--- src/rtl/shift_unload.sv ---
// shift_unload: parallel-in, serial-out word unloader.
// Captures eight WIDTH-bit words a..h on an accepted load and presents them on
// dout one per valid/ready transfer, h first and a last. A load accepted during
// the final transfer of a burst starts the next burst with no bubble cycle.
// Optional feature: define SHIFT_UNLOAD_LAST_EN to add the 'last' output,
// which is high only while word a is presented.
module shift_unload #(
  parameter int WIDTH = 16
) (
  input  logic             clk,
  input  logic             reset,
  input  logic             load,
  output logic             load_ready,
  input  logic [WIDTH-1:0] a,
  input  logic [WIDTH-1:0] b,
  input  logic [WIDTH-1:0] c,
  input  logic [WIDTH-1:0] d,
  input  logic [WIDTH-1:0] e,
  input  logic [WIDTH-1:0] f,
  input  logic [WIDTH-1:0] g,
  input  logic [WIDTH-1:0] h,
  output logic [WIDTH-1:0] dout,
  output logic             dout_valid,
  input  logic             dout_ready,
  output logic [3:0]       count
`ifdef SHIFT_UNLOAD_LAST_EN
  ,
  output logic             last
`endif
);

  typedef enum logic {
    IDLE = 1'b0,
    SEND = 1'b1
  } state_t;

  state_t state, state_next;

  // bank[0] holds a, bank[7] holds h; the word on dout is always bank[count-1].
  logic [WIDTH-1:0] bank [8];

  logic       transfer;
  logic       load_acc;
  logic [2:0] next_idx;

  assign dout_valid = (state == SEND);
  assign transfer   = dout_valid & dout_ready;
  assign load_ready = (state == IDLE) | ((count == 4'd1) & dout_ready);
  assign load_acc   = load & load_ready;
  // Index of the word that follows dout; only consulted while count > 1.
  assign next_idx   = 3'(count - 4'd2);

`ifdef SHIFT_UNLOAD_LAST_EN
  assign last = dout_valid & (count == 4'd1);
`endif

  // State register.
  always_ff @(posedge clk) begin
    // NOTE: sequential state uses non-blocking assignments so every register
    // samples pre-edge values regardless of the order the blocks evaluate.
    if (reset) state <= IDLE;
    else       state <= state_next;
  end

  // Next-state decode: enter SEND on a load, leave it only after the final
  // transfer when no follow-on load is accepted in the same cycle.
  always_comb begin
    // NOTE: defaulting the output first keeps every path assigned, so no
    // latch is inferred when a branch below does not mention it.
    state_next = state;
    unique case (state)
      IDLE: if (load_acc) state_next = SEND;
      SEND: if (transfer && count == 4'd1 && !load_acc) state_next = IDLE;
      default: state_next = IDLE;
    endcase
  end

  // Datapath: capture the bank on an accepted load, step through it on each
  // transfer. dout keeps word a after the burst drains.
  always_ff @(posedge clk) begin
    if (reset) begin
      // NOTE: the bank is only eight registers and is cleared on reset so no
      // stale word from an aborted burst can ever reach dout.
      for (int i = 0; i < 8; i++) bank[i] <= '0;
      dout  <= '0;
      count <= 4'd0;
    end else if (load_acc) begin
      bank[0] <= a;
      bank[1] <= b;
      bank[2] <= c;
      bank[3] <= d;
      bank[4] <= e;
      bank[5] <= f;
      bank[6] <= g;
      bank[7] <= h;
      dout    <= h;
      count   <= 4'd8;
    end else if (transfer) begin
      count <= count - 4'd1;
      if (count > 4'd1) dout <= bank[next_idx];
    end
  end

endmodule

--- config.mk ---
export PLATFORM = sky130hd
export DESIGN_NAME = shift_unload
export DESIGN_NICKNAME = d
export VERILOG_FILES = /design/src/rtl/shift_unload.sv
export SDC_FILE = /design/constraint.sdc
export NUM_CORES = 1
export LEC_CHECK = 0
export BUFFER_PORTS_ARGS = -buffer_cell sky130_fd_sc_hd__buf_2
export CAP_MARGIN = 20
export CORE_MARGIN = 8
export CORE_UTILIZATION = 45
export CTS_BUF_LIST = sky130_fd_sc_hd__clkbuf_16
export DETAILED_ROUTE_END_ITERATION = 10
export HOLD_SLACK_MARGIN = 0.03
export PLACE_DENSITY = 0.68
export SKIP_LAST_GASP = 1
export SYNTH_ARGS = -nofsm -noshare
export SYNTH_HDL_FRONTEND = slang
export SYNTH_SLANG_ARGS = --single-unit
--- constraint.sdc ---
create_clock -name clk -period 4.15 [get_ports clk]
set_input_delay 0.83 -clock clk [delete_from_list [all_inputs] [get_ports clk]]
set_output_delay 0.83 -clock clk [all_outputs]
set_load 0.03 [all_outputs]
==> summary by stage, run 1 <==
Detailed routing
The routed wirelength normalized by instance count is 18.6 µm. The detailed-route vias per instance is 5.08. The detailed-route DRC error count is 0. The total iterations of the first detailed-routing run is 5. The final route contains 4,018 vias.

The detailed router finished its first iteration with 280 violations. After detailed routing, the total wire length is 14,700 µm. The count of nets left with antenna violations once routing finished came out at 0.

Global routing
The initial antenna violation count is 0. The peak-usage layer in the global routing report is met2. The number of global-route vias before repair is 4,389.

Entering global routing, the biggest net connects 66 pins. For this run, global-route usage on met3 was measured as 0.0408. In the global route stage, met2 resource usage came out at 0.251. The all-layer global routing usage is 0.155. The first global-routing pass estimated 23,500 µm of wire. The met1 demand-to-capacity share in global routing is 0.199. After global routing the overflow that remains totals 0.

Worst setup path
For the worst setup path, the data required time is 4230 ps. The worst setup path is captured at a flip-flop. The worst endpoint data arrival time is 2800 ps.

Of all nets on the critical path, the largest fanout is 52. The worst setup path is launched from a flip-flop. The critical path starts at count[1]. The startpoint of the worst register-to-register path is count[1]. The critical path is of the flip-flop to flip-flop type.

Yosys
The number of nets produced by synthesis is 580. The number of different library cells in the post-synthesis netlist is 35. Of the total synthesized cell area, the portion taken by full adders, half adders and majority gates is 0.00741.

A synthesized cell averages 15.2 µm². After synthesis the netlist holds a flip-flop and latch count of 149. Summing every instance area after synthesis gives 0.00675 mm². The fraction of the mapped netlist area in compound gates was 0.0573. The number of standard cells after synthesis is 444. Of the total synthesized cell area, the portion taken by XOR and XNOR cells is 0.00259. Measured against the total synthesized area, the mux share comes to 0.114.

Of the total synthesized cell area, the portion taken by AND, OR, NAND and NOR gates is 0.135. Yosys printed 0 warnings. The largest family of logic cells by synthesized area is simple AND/OR/NAND/NOR gates. For this run, the register share of the synthesized area comes to 0.632.

Clock tree
The post-CTS repair timing setup buffer count is 0. The clock tree from TritonCTS is done. After clock tree synthesis, the clock-pin slew on the worst setup and hold paths is 60 ps. The tree is rooted in a sky130_fd_sc_hd__clkbuf_16. CTS saw 149 sinks.

The number of buffers inserted by hold repair at cts is 0. The CTS buffer count is 17. The maximum buffer depth of the clock tree is 2.

The number of cells upsized or downsized after cts is 0. The later pin in the worst-skew pair is clocked with a latency of 410 ps. In this run the number of H-tree levels came out at 4.

Pwr
Power spread over the standard cell area amounts to 457 mW/mm². VDD sags by at most 0.000316 V. In this run the static leakage power is 3.42 nW.

Finish
The final net count is 730. The number of antenna diodes in the final layout is 0. The area growth from synthesis to layout is 22.2%.

Of the cells placed in the final design, the portion with a size suffix greater than 1 is 0.351. After routing the design area is 0.00825 mm². Once layout is complete, the utilization of the core stands at 0.566.

Die
The die height is 138 µm. The number of top-level pins is 154. The die area is 0.0192 mm².

Row generation in the floorplan step produced 44 rows. The standard cell core area is 0.0146 mm². The die width is 138 µm.

The initial utilization of the core area, before any placement, comes to 0.463.

Placement
Detailed placement ended at an HPWL of 10,500 µm. The count of input and output buffers is 153. Routability-driven placement finished with a final weighted congestion of 0.778. The worst setup slack after placement is 1070 ps.

After detailed placement, the total cell area comes to 0.00762 mm².

STA
The tightest hold margin is 506 ps. Across all setup checks in the final design, the least slack found is 1430 ps. The total negative setup slack is 0 ps.

The final number of setup-violating endpoints is 0. The post-route fraction of the period consumed by the critical path is 0.655. The hold violation count in the final report is 0.

The worst-case headroom to the max-slew limit is 0.571. Setup repair after global routing left no endpoint under its margin. The maximum clock skew at final layout is 8.74 ps.

The worst path needs 2720 ps of the cycle, external delays included. The highest clock frequency the design can meet is 368 MHz. The final number of max-transition violations is 0. For the pin with the worst max-slew slack, the measured transition is 644 ps.

Status
The flow ran to the end, and the final reports show no timing, DRC or antenna violations.

Hold path
The path class of the tightest hold or removal check is flip-flop to flip-flop. The worst hold path begins at dout[6].

Flow run
The count of maximum capacitance violations is 0.
-- layer usage --
| metal | part of all wire | wire (µm) |
|---|---|---|
| met3 | 0.054 | 803 |
| met2 | 0.49 | 7280 |
| met4 | 0.0079 | 116 |
| met5 | 0 | 0 |
| met1 | 0.44 | 6530 |
-- critical path, cell delays in order (launching register included) --
cell                        delay (ps)
sky130_fd_sc_hd__dfxtp_2           310
sky130_fd_sc_hd__inv_1             140
sky130_fd_sc_hd__ha_1              250
sky130_fd_sc_hd__nand4bb_1         200
sky130_fd_sc_hd__a21oi_4           540
sky130_fd_sc_hd__or2_4             580
sky130_fd_sc_hd__buf_12            330
-- layout make-up --
class	instances	area [µm²]
fill	1229	6340
inverter	38	143
multi-input combinational	229	2140
sequential	149	4270
clock buffer	17	425
tap	184	230
timing repair buffer	159	848
clock inverter	15	200
-- Yosys cell counts --
cell type / count / share of area
sky130_fd_sc_hd__ha_1: 4 / 0.0074
sky130_fd_sc_hd__nor2b_1: 32 / 0.030
sky130_fd_sc_hd__or3b_1: 1 / 0.0013
sky130_fd_sc_hd__and4b_1: 1 / 0.0015
sky130_fd_sc_hd__or2_4: 1 / 0.0013
sky130_fd_sc_hd__mux4_2: 19 / 0.063
sky130_fd_sc_hd__o22ai_1: 16 / 0.015
sky130_fd_sc_hd__and3b_1: 1 / 0.0013
sky130_fd_sc_hd__clkbuf_1: 12 / 0.0067
sky130_fd_sc_hd__a311oi_1: 1 / 0.0013
sky130_fd_sc_hd__o211ai_4: 2 / 0.0063
sky130_fd_sc_hd__buf_2: 3 / 0.0022
sky130_fd_sc_hd__nand3_1: 2 / 0.0015
sky130_fd_sc_hd__a221o_1: 16 / 0.024
sky130_fd_sc_hd__xnor2_1: 2 / 0.0026
sky130_fd_sc_hd__clkinv_1: 4 / 0.0022
sky130_fd_sc_hd__mux4_1: 13 / 0.051
sky130_fd_sc_hd__edfxtp_1: 128 / 0.57
sky130_fd_sc_hd__nand4bb_1: 1 / 0.0017
sky130_fd_sc_hd__nor2_1: 6 / 0.0033
sky130_fd_sc_hd__o32a_1: 1 / 0.0015
sky130_fd_sc_hd__or2_2: 1 / 0.00093
sky130_fd_sc_hd__buf_4: 2 / 0.0022
sky130_fd_sc_hd__inv_1: 34 / 0.019
sky130_fd_sc_hd__clkbuf_2: 1 / 0.00074
sky130_fd_sc_hd__and2_1: 96 / 0.089
sky130_fd_sc_hd__nand2_1: 4 / 0.0022
sky130_fd_sc_hd__buf_12: 2 / 0.0059
sky130_fd_sc_hd__a21oi_1: 4 / 0.0030
sky130_fd_sc_hd__o21ai_0: 1 / 0.00074
sky130_fd_sc_hd__dfxtp_1: 21 / 0.062
sky130_fd_sc_hd__a21o_1: 1 / 0.0011
sky130_fd_sc_hd__a21oi_4: 2 / 0.0048
sky130_fd_sc_hd__buf_6: 8 / 0.013
sky130_fd_sc_hd__and2b_2: 1 / 0.0013
-- placed cells by master (no fill, tap or decap), types with 2 or more instances in the layout --
master	Yosys	layout
sky130_fd_sc_hd__clkinv_4	0	2
sky130_fd_sc_hd__a221o_1	16	16
sky130_fd_sc_hd__or2_4	1	2
sky130_fd_sc_hd__xnor2_1	2	2
sky130_fd_sc_hd__bufinv_16	0	5
sky130_fd_sc_hd__edfxtp_1	128	128
sky130_fd_sc_hd__dfxtp_1	21	19
sky130_fd_sc_hd__ha_1	4	4
sky130_fd_sc_hd__buf_4	2	3
sky130_fd_sc_hd__clkinv_1	4	5
sky130_fd_sc_hd__nor2b_1	32	32
sky130_fd_sc_hd__nand2_1	4	4
sky130_fd_sc_hd__a21oi_1	4	4
sky130_fd_sc_hd__buf_12	2	3
sky130_fd_sc_hd__clkbuf_16	0	17
sky130_fd_sc_hd__clkinv_2	0	2
sky130_fd_sc_hd__dfxtp_2	0	2
sky130_fd_sc_hd__mux4_2	19	19
sky130_fd_sc_hd__o22ai_1	16	16
sky130_fd_sc_hd__nor2_1	6	6
sky130_fd_sc_hd__buf_2	3	153
sky130_fd_sc_hd__and2_1	96	96
sky130_fd_sc_hd__o211ai_4	2	2
sky130_fd_sc_hd__nand3_1	2	2
sky130_fd_sc_hd__mux4_1	13	13
sky130_fd_sc_hd__a21oi_4	2	2
sky130_fd_sc_hd__inv_1	34	39
-- worst paths after layout --
kind	endpoint	depth (start not counted)	slack, ps
setup / recovery	bank[3][11]	6	1430
hold / removal	dout[6]	1	510
hold reg to reg	dout[6]	1	510
setup reg to reg	bank[3][11]	6	1430
-- registers in the layout, summed over array words and instances (netlist names) --
signal	flops
bank	128
dout_valid	1
dout	16
count	4
-- per-stage QoR --
stage | total power [mW] | instances
finish | 3.77 | 791
detailed placement | 2.20 | 759
CTS | 3.80 | 791
floorplan | 2.06 | 444
global route | 3.91 | 791
global placement | 2.18 | 759
-- cells by family (layout without fill, tap and decap cells) --
family	Yosys count	after routing
DFF	149	149
muxes	32	32
xor gates and xnor gates	2	2
adders and majority gates	4	4
and+or+nand+nor	147	147
buffers and inverters	66	229
AOI/OAI and AO/OA	44	44
-- power by group --
group          switching, mW  internal, mW  leakage (nW)
sequential            0.0369          1.75          1.55
combinational          0.200         0.169          1.55
clock                  0.561          1.05         0.324
total                  0.798          2.98          3.42
Power figures use the tool's default switching activity.
==> run 2: changes to the inputs <==
PLACE_DENSITY = 0.71   (was 0.68)
clock period = 2.4 ns   (was 4.15 ns; I/O delays follow)
==> run 2 against run 1 <==
Effect of this change:
- first-iteration DRC count is 1.8% higher
- non-clock buffer count increased by 4
- critical endpoint is now load_ready
- via count rose by 0.40%
- design area down 0.21%
- utilization fell by 0.12 points
- die area unchanged
- largest power group unchanged
- clock skew is essentially flat
- setup slack worse by 1100 ps
- cell count grew 0.51%
- highest routed layer unchanged
- flip-flop and latch count did not move
==> summary by stage, run 2 (same netlist as run 1, synthesis figures left out) <==
Detailed routing
The detailed router's first-iteration violation count is 285 (+1.8%). The detailed-route vias per instance is 5.07 (-0.11%). The remaining antenna violation count is 0 (unchanged). The routed wirelength normalized by instance count came to 18.8 µm (+0.94%). The routed wire length is 15,000 µm (+1.5%). The total iterations of the first detailed-routing run is 4 (-1). The detailed-route DRC error count is 0 (unchanged). The number of vias after detailed routing was 4,034 (+0.40%).

Finish
The area taken by flip-flops and latches was 0.00427 mm² (about the same). From synthesis to final layout, the design area changed by 21.9%. In the layout the commonest cells are sky130_fd_sc_hd__buf_2 (153), sky130_fd_sc_hd__edfxtp_1 (128), sky130_fd_sc_hd__and2_1 (96).

The leading cell type in the layout, fill and taps excluded is sky130_fd_sc_hd__buf_2. The combined area of the multi-input logic cells is 0.00215 mm² (+0.59%). The final-layout fill cell count is 1,195 (-2.8%). In the final layout, the registers with the most flip-flops are bank (128), dout (16), count (4). The flip-flop count of the largest register after layout is 128 (unchanged). The final core utilization was 0.564 (-0.00120).

The final net count is 734 (+0.55%). The most flop-heavy register is bank. The share of final-layout standard cells stronger than drive strength 1 is 0.362 (+0.0108).

The antenna cell count is 0 (unchanged).

Clock tree
The root buffer cell is sky130_fd_sc_hd__clkbuf_16. The number of cells upsized or downsized after cts came to 0 (unchanged). The post-CTS repair timing setup buffer count is 0 (unchanged). The clock-pin slew of the registers on the worst-case setup and hold paths was 60 ps (about the same). The clock latency on the worst-skew pair is 410 ps (about the same). The number of levels in the clock H-tree was 4 (unchanged). TritonCTS built the clock tree. The maximum buffer depth of the clock tree came to 2 (unchanged). The number of buffers inserted by hold repair at cts is 0 (unchanged). The clock sink count came to 149 (unchanged).

The CTS buffer count is 17 (unchanged).

Worst setup path
The cell family with the largest share of critical-path delay is flip-flops. The launch point of the critical path is count[1]. The worst register-to-register path ends at dout[4]. The largest stage delay on the critical path is 370 ps (-210 ps).

The worst setup slack for register-to-register paths was 420 ps (-1010 ps). The kind of launch point of the worst setup path is a flip-flop. The worst setup path is of the flip-flop to output port kind.

The critical path required time was 1920 ps (-2310 ps). The critical path depth in cells came to 5 (-1). The number of cells on the worst reg-to-reg path is 5 (-1). The worst endpoint data arrival time was 1540 ps (-1260 ps). The signal on the critical path passes through inv_8 > ha_4 > nand4bb_1 > nand2_1 > buf_2. The worst setup path is captured at an output port. On the critical path, the stage with the largest delay is an instance of sky130_fd_sc_hd__dfxtp_4.

The startpoint of the worst register-to-register path is count[0]. The number of buffer and inverter stages on the critical path came to 2 (unchanged). The largest fanout of any net on the critical path is 4 (-92%). In this run the worst setup path terminates at load_ready.

Die
The die area was 0.0192 mm² (unchanged). The number of rows created at floorplan was 44 (unchanged). The initial standard-cell utilization of the core is 0.463 (unchanged). The die height is 138 µm (unchanged).

The number of top-level pins is 154 (unchanged). The standard cell core area came to 0.0146 mm² (unchanged). The die width is 138 µm (unchanged).

Global routing
The number of global-route vias before repair is 4,468 (+1.8%). The final global-route overflow total is 0 (unchanged). The maximum number of pins on one net before global-route repair came to 82 (+24%).

The all-layer global routing usage is 0.156 (+0.00157). The global-route wire length before repair is 23,400 µm (-0.53%). The initial antenna violation count was 0 (unchanged).

STA
The worst-case headroom to the max-slew limit is 0.633 (+0.0625). The final number of setup-violating endpoints is 0 (unchanged). The highest clock frequency the design can meet is 495 MHz. Setup repair after global routing left no endpoint under its margin. Of the available clock period, the critical path in the final layout requires 0.842. The post-route minimum period is 2020 ps. The hold violation count in the final report is 0 (unchanged). The final number of max-transition violations came to 0 (unchanged).

The maximum clock skew at final layout was 8.90 ps (+0.153 ps). The measured slew at the worst slew-check pin is 548 ps (-96.4 ps).

Placement
The count of input and output buffers is 153 (unchanged). The HPWL after detailed placement is 10,700 µm (+2.0%). The final weighted congestion of routability-driven global placement came to 0.783 (+0.69%).

Pwr
The total power per unit cell area is 768 mW/mm² (+68%). The total leakage power came to 3.39 nW (-0.73%). The overall power came to 6.32 mW (+68%).

The worst voltage drop across the vdd grid is 0.000526 V (+66%).

Flow run
The count of maximum capacitance violations was 0 (unchanged).

Hold path
The type of the most critical hold path is input port to flip-flop.

Status
The flow ran to the end, and the final reports show no timing, DRC or antenna violations.
## run 2: cell count changes in the layout (fill, tap and decap cells not counted), moves of 2 or more
cell,before,now
sky130_fd_sc_hd__clkinv_4,2,4
sky130_fd_sc_hd__clkinv_2,2,0
sky130_fd_sc_hd__bufinv_16,5,2
sky130_fd_sc_hd__clkinv_1,5,7
sky130_fd_sc_hd__buf_4,3,9
sky130_fd_sc_hd__buf_12,3,1
sky130_fd_sc_hd__inv_1,39,34
sky130_fd_sc_hd__inv_8,0,2
sky130_fd_sc_hd__inv_6,0,3
## run 2: layout make-up
cell class / count / share of cell area
multi-input cells: 229 / 0.261
repair buffers: 163 / 0.104
clock buffers: 17 / 0.0517
flip-flops and latches: 149 / 0.519
inverters: 38 / 0.0182
well taps: 184 / 0.0280
clock inverters: 15 / 0.0188
## run 2: where the power goes
part | total (mW) | internal, mW | switching, mW
registers | 3.10 | 3.03 | 0.0705
clock network | 2.58 | 1.54 | 1.05
logic | 0.639 | 0.293 | 0.346
## run 2: worst min path at each step
stage,startpoint,end,slack [ps],depth (start not counted)
3_5_place_dp,dout[8],dout[8],500,1
6_report,e[2],bank[4][2],340,2
3_3_place_gp,dout[2],dout[2],490,1
5_1_grt,b[2],bank[1][2],320,2
4_1_cts,b[2],bank[1][2],320,2
2_1_floorplan,a[0],bank[0][0],680,1
## run 2: stage by stage
step | cell area [µm²] | setup slack, ps | std cells | hold WS, ps | setup TNS (ps)
floorplan | 6810 | -282 | 444 | 678 | -36560
global placement | 7650 | 445 | 763 | 494 | 0
detailed placement | 7650 | 396 | 763 | 501 | 0
CTS | 8230 | 340 | 795 | 323 | 0
global route | 8230 | 286 | 795 | 317 | 0
finish | 8230 | 378 | 795 | 338 | 0
## run 2: routing by layer
metal / GRT usage / routed length, µm / vias to the layer above
met2: 0.250 / 7130 / 145
li1: - / - / 1946
met3: 0.0497 / 775 / 20
met4: 0.0549 / 293 / 0
met1: 0.196 / 6750 / 1923
met5: 0 / 0 / -
